<file path="src/rtl/uart_rx.sv">
// ---------------------------------------------------------------------------
// uart_rx - oversampling UART receiver.
//
// Deserialises a start / LSB-first data / optional parity / stop frame into a
// DATA_WIDTH-bit word. CLK runs at DIV_RATIO x baud. Each bit is decided by a
// 3-sample majority vote around the bit centre.
//
// Parameters
//   DATA_WIDTH  payload bits per frame (>= 2)
//   DIV_RATIO   CLK cycles per bit (even, >= 4)
//
// Ports
//   CLK       in   oversampling clock, rising edge
//   RST       in   asynchronous active-low reset
//   RX_IN     in   serial line, idles high
//   PAR_EN    in   1 = frame carries a parity bit (latched at start)
//   PAR_TYP   in   0 = even, 1 = odd parity (latched at start)
//   P_DATA    out  last good received word
//   DATA_VLD  out  one-cycle pulse, P_DATA updated
//   PAR_ERR   out  one-cycle pulse, parity mismatch
//   STP_ERR   out  one-cycle pulse, stop bit sampled low
//
// Build option
//   UART_RX_SYNC_EN  when defined, RX_IN goes through a two-flop synchroniser
//                    (reset high) and all latencies grow by 2 cycles. When
//                    undefined, RX_IN must already be synchronous to CLK.
// ---------------------------------------------------------------------------

// Majority-of-three bit sampler. Captures the line at the three centre
// edges of a bit and votes; the vote is consumed at the last edge of the bit.
module uart_rx_sampler #(
  parameter int DIV_RATIO = 8,
  parameter int CW        = 3
) (
  input  logic          gclk,
  input  logic          grst_n,
  input  logic          rx,
  input  logic [CW-1:0] edge_cnt,
  output logic          bit_val
);
  localparam logic [CW-1:0] S0 = CW'(DIV_RATIO/2 - 1);
  localparam logic [CW-1:0] S1 = CW'(DIV_RATIO/2);

  logic s0, s1, s2;

  always_ff @(posedge gclk or negedge grst_n) begin
    if (!grst_n) begin
      s0 <= 1'b1;
      s1 <= 1'b1;
    end else begin
      if (edge_cnt == S0) s0 <= rx;
      if (edge_cnt == S1) s1 <= rx;
    end
  end

  generate
    if (DIV_RATIO/2 + 1 == DIV_RATIO - 1) begin : g_live_third
      // DIV_RATIO == 4: third sample lands on the decision edge itself,
      // so vote with the live line value.
      assign s2 = rx;
    end else begin : g_reg_third
      localparam logic [CW-1:0] S2 = CW'(DIV_RATIO/2 + 1);
      logic s2_q;
      always_ff @(posedge gclk or negedge grst_n) begin
        if (!grst_n)            s2_q <= 1'b1;
        else if (edge_cnt == S2) s2_q <= rx;
      end
      assign s2 = s2_q;
    end
  endgenerate

  assign bit_val = (s0 & s1) | (s0 & s2) | (s1 & s2);
endmodule

module uart_rx #(
  parameter int DATA_WIDTH = 8,
  parameter int DIV_RATIO  = 8
) (
  input  logic                  CLK,
  input  logic                  RST,
  input  logic                  RX_IN,
  input  logic                  PAR_EN,
  input  logic                  PAR_TYP,
  output logic [DATA_WIDTH-1:0] P_DATA,
  output logic                  DATA_VLD,
  output logic                  PAR_ERR,
  output logic                  STP_ERR
);
  localparam int CW = $clog2(DIV_RATIO);
  localparam int BW = (DATA_WIDTH > 1) ? $clog2(DATA_WIDTH) : 1;

  localparam logic [CW-1:0] EC_LAST  = CW'(DIV_RATIO - 1);
  localparam logic [BW-1:0] BIT_LAST = BW'(DATA_WIDTH - 1);

  localparam logic [2:0] IDLE   = 3'd0;
  localparam logic [2:0] START  = 3'd1;
  localparam logic [2:0] DATA   = 3'd2;
  localparam logic [2:0] PARITY = 3'd3;
  localparam logic [2:0] STOP   = 3'd4;

  logic                  rx;
  logic [2:0]            state;
  logic [CW-1:0]         edge_cnt;
  logic [BW-1:0]         bit_cnt;
  logic [DATA_WIDTH-1:0] shift;
  logic                  par_en_l, par_typ_l, par_bad;
  logic                  bit_val;
  logic                  bit_end;
  logic                  par_exp;

  // ---- line input ---------------------------------------------------------
`ifdef UART_RX_SYNC_EN
  logic [1:0] sync_q;
  always_ff @(posedge CLK or negedge RST) begin
    if (!RST) sync_q <= 2'b11;
    else      sync_q <= {sync_q[0], RX_IN};
  end
  assign rx = sync_q[1];
`else
  assign rx = RX_IN;
`endif

  uart_rx_sampler #(.DIV_RATIO(DIV_RATIO), .CW(CW)) u_smp (
    .gclk     (CLK),
    .grst_n   (RST),
    .rx       (rx),
    .edge_cnt (edge_cnt),
    .bit_val  (bit_val)
  );

  assign bit_end = (edge_cnt == EC_LAST);
  assign par_exp = (^shift) ^ par_typ_l;

  // ---- bit timing ---------------------------------------------------------
  // The IDLE cycle that sees the falling edge is edge 0 of the start bit,
  // hence the jump straight to 1.
  always_ff @(posedge CLK or negedge RST) begin
    if (!RST) begin
      edge_cnt <= '0;
    end else if (state == IDLE) begin
      edge_cnt <= rx ? '0 : CW'(1);
    end else begin
      edge_cnt <= bit_end ? '0 : edge_cnt + CW'(1);
    end
  end

  // ---- frame FSM and datapath ---------------------------------------------
  always_ff @(posedge CLK or negedge RST) begin
    if (!RST) begin
      state     <= IDLE;
      bit_cnt   <= '0;
      shift     <= '0;
      par_en_l  <= 1'b0;
      par_typ_l <= 1'b0;
      par_bad   <= 1'b0;
      P_DATA    <= '0;
      DATA_VLD  <= 1'b0;
      PAR_ERR   <= 1'b0;
      STP_ERR   <= 1'b0;
    end else begin
      DATA_VLD <= 1'b0;
      PAR_ERR  <= 1'b0;
      STP_ERR  <= 1'b0;
      case (state)
        IDLE: begin
          bit_cnt <= '0;
          if (!rx) begin
            state     <= START;
            par_en_l  <= PAR_EN;
            par_typ_l <= PAR_TYP;
            par_bad   <= 1'b0;
          end
        end
        START: begin
          // A start bit that votes high was a line glitch.
          if (bit_end) state <= bit_val ? IDLE : DATA;
        end
        DATA: begin
          if (bit_end) begin
            shift <= {bit_val, shift[DATA_WIDTH-1:1]};
            if (bit_cnt == BIT_LAST) begin
              bit_cnt <= '0;
              state   <= par_en_l ? PARITY : STOP;
            end else begin
              bit_cnt <= bit_cnt + BW'(1);
            end
          end
        end
        PARITY: begin
          if (bit_end) begin
            if (bit_val != par_exp) begin
              PAR_ERR <= 1'b1;
              par_bad <= 1'b1;
            end
            state <= STOP;
          end
        end
        STOP: begin
          if (bit_end) begin
            state <= IDLE;
            if (!bit_val) begin
              STP_ERR <= 1'b1;
            end else if (!par_bad) begin
              P_DATA   <= shift;
              DATA_VLD <= 1'b1;
            end
          end
        end
        default: state <= IDLE;
      endcase
    end
  end
endmodule

</file>
<file path="config.mk">
export PLATFORM = sky130hd
export DESIGN_NAME = uart_rx
export DESIGN_NICKNAME = d
export VERILOG_FILES = /design/src/rtl/uart_rx.sv
export SDC_FILE = /design/constraint.sdc
export NUM_CORES = 1
export LEC_CHECK = 0
export BUFFER_PORTS_ARGS = -buffer_cell sky130_fd_sc_hd__buf_4
export CAP_MARGIN = 20
export CORE_MARGIN = 5
export CORE_UTILIZATION = 29
export CTS_CLUSTER_DIAMETER = 80
export DETAILED_ROUTE_END_ITERATION = 12
export GPL_TIMING_DRIVEN = 0
export SLEW_MARGIN = 20
export SYNTH_ARGS = -nofsm -noshare
export SYNTH_HDL_FRONTEND = slang
export SYNTH_HIERARCHICAL = 1
export SYNTH_SLANG_ARGS = --single-unit
</file>
<file path="constraint.sdc">
create_clock -name CLK -period 3.5 [get_ports CLK]
set_clock_uncertainty 0.15 [all_clocks]
set_input_delay 0.525 -clock CLK [delete_from_list [all_inputs] [get_ports CLK]]
set_output_delay 0.525 -clock CLK [all_outputs]
set_load 0.01 [all_outputs]
</file>
* After elaboration in Yosys (flattened, before gate mapping)
Cells that the tools add are included.
Word-level totals: bits in registers 34, input port bits 5, output and inout port bits 11, logic and storage cells 80
Operators by class: add/subtract/negate cells 2, equality and inequality tests 17, mux-type cells 29, bitwise gates (word level) 8, reductions and logical operators 10
Operators by type and width (number):
- $mux 3 | 11
- $eq 3x3->1 const B | 5
- $pmux 3 s5 | 1
- $mux 1 | 14
- $ne 2x2->1 const B | 7
- $eq 3x2->1 const B | 3
- $reduce_and 4->1 | 2
- $reduce_xor 8->1 | 1
- $add 3x1->3 const B | 2
- $pmux 3 s2 | 1
- $reduce_and 2->1 | 3
- $reduce_and 6->1 | 1
- $reduce_bool 2->1 | 2
- $and 1x1->1 | 3
- $eq 3x1->1 const B | 1
- $logic_not 3->1 | 1
- $mux 2 | 1
- $not 1->1 | 2
- $or 1x1->1 | 2
- $pmux 1 s2 | 1
- $ne 1x1->1 | 1
- $xor 1x1->1 | 1

* Longest topological paths before layout
word-level depth 7, mapped depth 6, gate-level depth less buffers 6

* By module
The synthesis kept the hierarchy.
By module, submodules not included:
- uart_rx | times used 1, cells an instance 108, area an instance 1436.4 um^2
- uart_rx_sampler | times used 1, cells an instance 10, area an instance 153.9 um^2

* Least setup slack after synthesis
No wires, ideal clock.
path kind register -> register, start point register edge_cnt[0], end point register P_DATA[0], library setup time 0.125 ns, data arrival time 1.690 ns, required time 3.225 ns, path slack 1.535 ns, stages on the path, launching flop included 7, path buffers 1, path through dfrtp_1 > ha_1 > ha_1 > nand4bb_4 > or3b_1 > buf_6 > mux2_4
Between the ends: word-level cells in the longest chain between the ends 2
Ends and longest elaborated chain:
- start: declaration | line 103 | logic [CW-1:0] edge_cnt;
- start signal: assignment | line 141 | edge_cnt <= rx ? '0 : CW'(1);
- start signal: assignment | line 143 | edge_cnt <= bit_end ? '0 : edge_cnt + CW'(1);
- $eq 3x3->1 | line 131 | assign bit_end = (edge_cnt == EC_LAST);
- $reduce_and 4->1 (no line)
- end signal: assignment | line 204 | P_DATA <= shift;
- end: declaration | line 84 | output logic [DATA_WIDTH-1:0] P_DATA,
Every way passes these cells. A chain may end at the register's enable or synchronous reset.

* Worst setup path after layout
start point register edge_cnt[0], end point register P_DATA[1]
The elaborated chain is that of the path after synthesis.

==> run metrics <==
first-pass GRT wire length 4900 um; DR DRC count 0; critical path type flop to flop; CTS Hold Bufs 0; worst flop-to-flop path startpoint edge_cnt[0]$_DFF_PN0_; worst r2r dst P_DATA[1]$_DFFE_PN0P_; DP HPWL 1940 um; PwrDens 604 nW/um^2; post-CTS setup buffer count 0; Hold Path Class primary input to asynchronous set/reset pin; largest net degree at the start of global routing 35; top cell type's share of synthesized area 48.8%; pre-CTS setup slack 1400 ps; Avg Inst Size Synth 13.5 sq um; cell taking the most area after synthesis dfrtp_1; H-tree lvl count 2; ranking of synthesized cells by area dfrtp_1 49%, mux2_4 8.5%, mux2_2 8.5%; top cells by count, synth 31 x dfrtp_1, 12 x mux2_2, 9 x mux2_4, 9 x nor2_1, 6 x xnor2_1; Final Hold Vio Count 0; crit path launch type flop; I/O pins 16; Post-Layout Inst Area 1880 sq um; Reg clk slew, reported paths 70 ps; Achievable Freq 480 MHz; Area Growth Syn to Fin 18.5%; Slew Viols, Final 0; ys async rst share 100%; Synth Flop Type dfrtp_1; DR WL/cell 12.6 um; PortBufs 15; Synth Instances 118; Worst path max stage delay 430 ps; status complete, no violations; drt pass-1 iters 4; row cnt 27; Initial Utilization 29.4%; CTS Buffer Depth 2; Slew headroom 71.7%; Yosys reg bits 34; FILL cells 554; Req. time, crit path 3520 ps; sequential fraction of the synthesis area 53.7%; clock sink total 34; Clock Latency Late Sink 280 ps; Tcrit/Tclk final 59.5%; gpl congestion 0.808; Placed Area 1790 sq um; Horiz. Die Dim 84.1 um; Via density 4.47; total power 1140 uW; Ys Warns 6; Post-Syn Area 1590 sq um; critical-path cell list ha_1, ha_1, nand4bb_4, or3b_1, buf_6, mux2_4; number of routed nets with antenna violations 0; WL final 2680 um; die area 7060 sq um; Post-synth EDFFs 0; final setup fails 0; post-synth net total 127; Total GRT Usage 8.84%; Hold WS 19.2 ps; initial antenna violation count 0; RSZ-0062 raised after global routing no; TNS Setup 0 ps; vias in the first global route 1014; maximum VDD drop 0.000173 V; CTS tree yes; FF-to-FF setup slack 1420 ps; Final WS setup 1420 ps; post-synth cell types 33; DR iter-0 viols 17; critical path data arrival time 2100 ps; Max Cap Violations 0; r2r worst-path depth 6; total gr overflow 0; Period minus WS final 2080 ps; Die Span Y 84.1 um; core area 5410 sq um; Leak 0.000915 uW; CP most frequent cell ha_1; Slew @ Worst Pin 425 ps; CP max FO 9; highest-delay cell along the critical path dfrtp_1; clk root buf clkbuf_8; total number of vias 952; endpoint class of the critical path flop; post_cts resized 0; most common cell in the netlist dfrtp_1; share of cells above drive strength 1 36.9%; # nets final 149; # diodes 0; total clock buffers created by CTS 5
## cell type report
cell class              count  area, sq um  area share [%]
plain buffers               5         33.8            1.79
multi-input cells          76          691            36.7
well taps                  72         90.1            4.78
clock inverters             1         5.00           0.266
flip-flops and latches     34          855            45.4
repair buffers             15          113            5.98
inverters                   3         11.3           0.598
clock buffers               7         86.3            4.58
## sequential cells by signal, summed over array words and instances, names as in the netlist, 3 cells and up
signal	flops
P_DATA	8
shift	8
bit_cnt	3
edge_cnt	3
state	3
## power breakdown
group / internal [uW] / switching (uW) / total, uW
combinational: 167 / 145 / 312
clock: 159 / 135 / 293
sequential: 477 / 56.4 / 533
total: 802 / 336 / 1140
## metal layers
metal / share of wire, % / vias to the layer above / global-route usage [%]
li1: - / 455 / -
met1: 46 / 467 / 10.6
met2: 47 / 25 / 13.9
met3: 5.4 / 5 / 3.46
met4: 2.1 / 0 / 3.95
met5: 0 / - / 0
## through the flow
step / utilization [%] / std cells
finish: 34.9 / 213
global route: 34.9 / 213
CTS: 34.9 / 213
detailed placement: 33.2 / 205
global placement: 33.2 / 205
floorplan: - / 118
## logic make-up (layout without fill, tap and decap cells)
group | after synthesis | after routing | synth area share [%]
muxes | 21 | 21 | 17.0
adders and majority gates | 5 | 5 | 3.78
and+or+nand+nor | 28 | 28 | 11.3
DFF | 34 | 34 | 53.7
xor gates and xnor gates | 8 | 8 | 5.27
AOI/OAI and AO/OA | 14 | 14 | 6.06
buffers and inverters | 8 | 31 | 2.83
## how the worst max path moves through the flow
stage	startpoint	end	slack (ps)	cells after the start
after floorplan	edge_cnt[0]$_DFF_PN0_	P_DATA[0]$_DFFE_PN0P_	1530	6
after global placement	edge_cnt[0]$_DFF_PN0_	P_DATA[7]$_DFFE_PN0P_	1440	6
after detailed placement	edge_cnt[0]$_DFF_PN0_	P_DATA[1]$_DFFE_PN0P_	1400	6
after CTS	edge_cnt[0]$_DFF_PN0_	P_DATA[1]$_DFFE_PN0P_	1380	6
after global routing	edge_cnt[0]$_DFF_PN0_	P_DATA[5]$_DFFE_PN0P_	1260	6
final	edge_cnt[0]$_DFF_PN0_	P_DATA[1]$_DFFE_PN0P_	1420	6
## placed cells by master, fill, tap and decap left out, types with 3 or more instances in the layout
master and instances:
ha_1 4, dfrtp_1 31, o21ai_0 5, nor2b_1 4, clkbuf_1 4, nor2_1 9, mux2_2 12, xnor2_1 6
mux2_4 9, nand2_1 4, clkbuf_8 6, inv_1 3, dfstp_2 3, buf_4 15
## worst max-delay path: cells and delay by family (launching register included)
kind / cells / cell delay (ps)
multiplexers: 1 / 300
AND/OR/NAND/NOR: 2 / 500
flip-flops: 1 / 430
buffers and inverters: 1 / 170
adder cells (fa/ha/maj): 2 / 420
No activity file was read; power rests on OpenSTA's default activity.
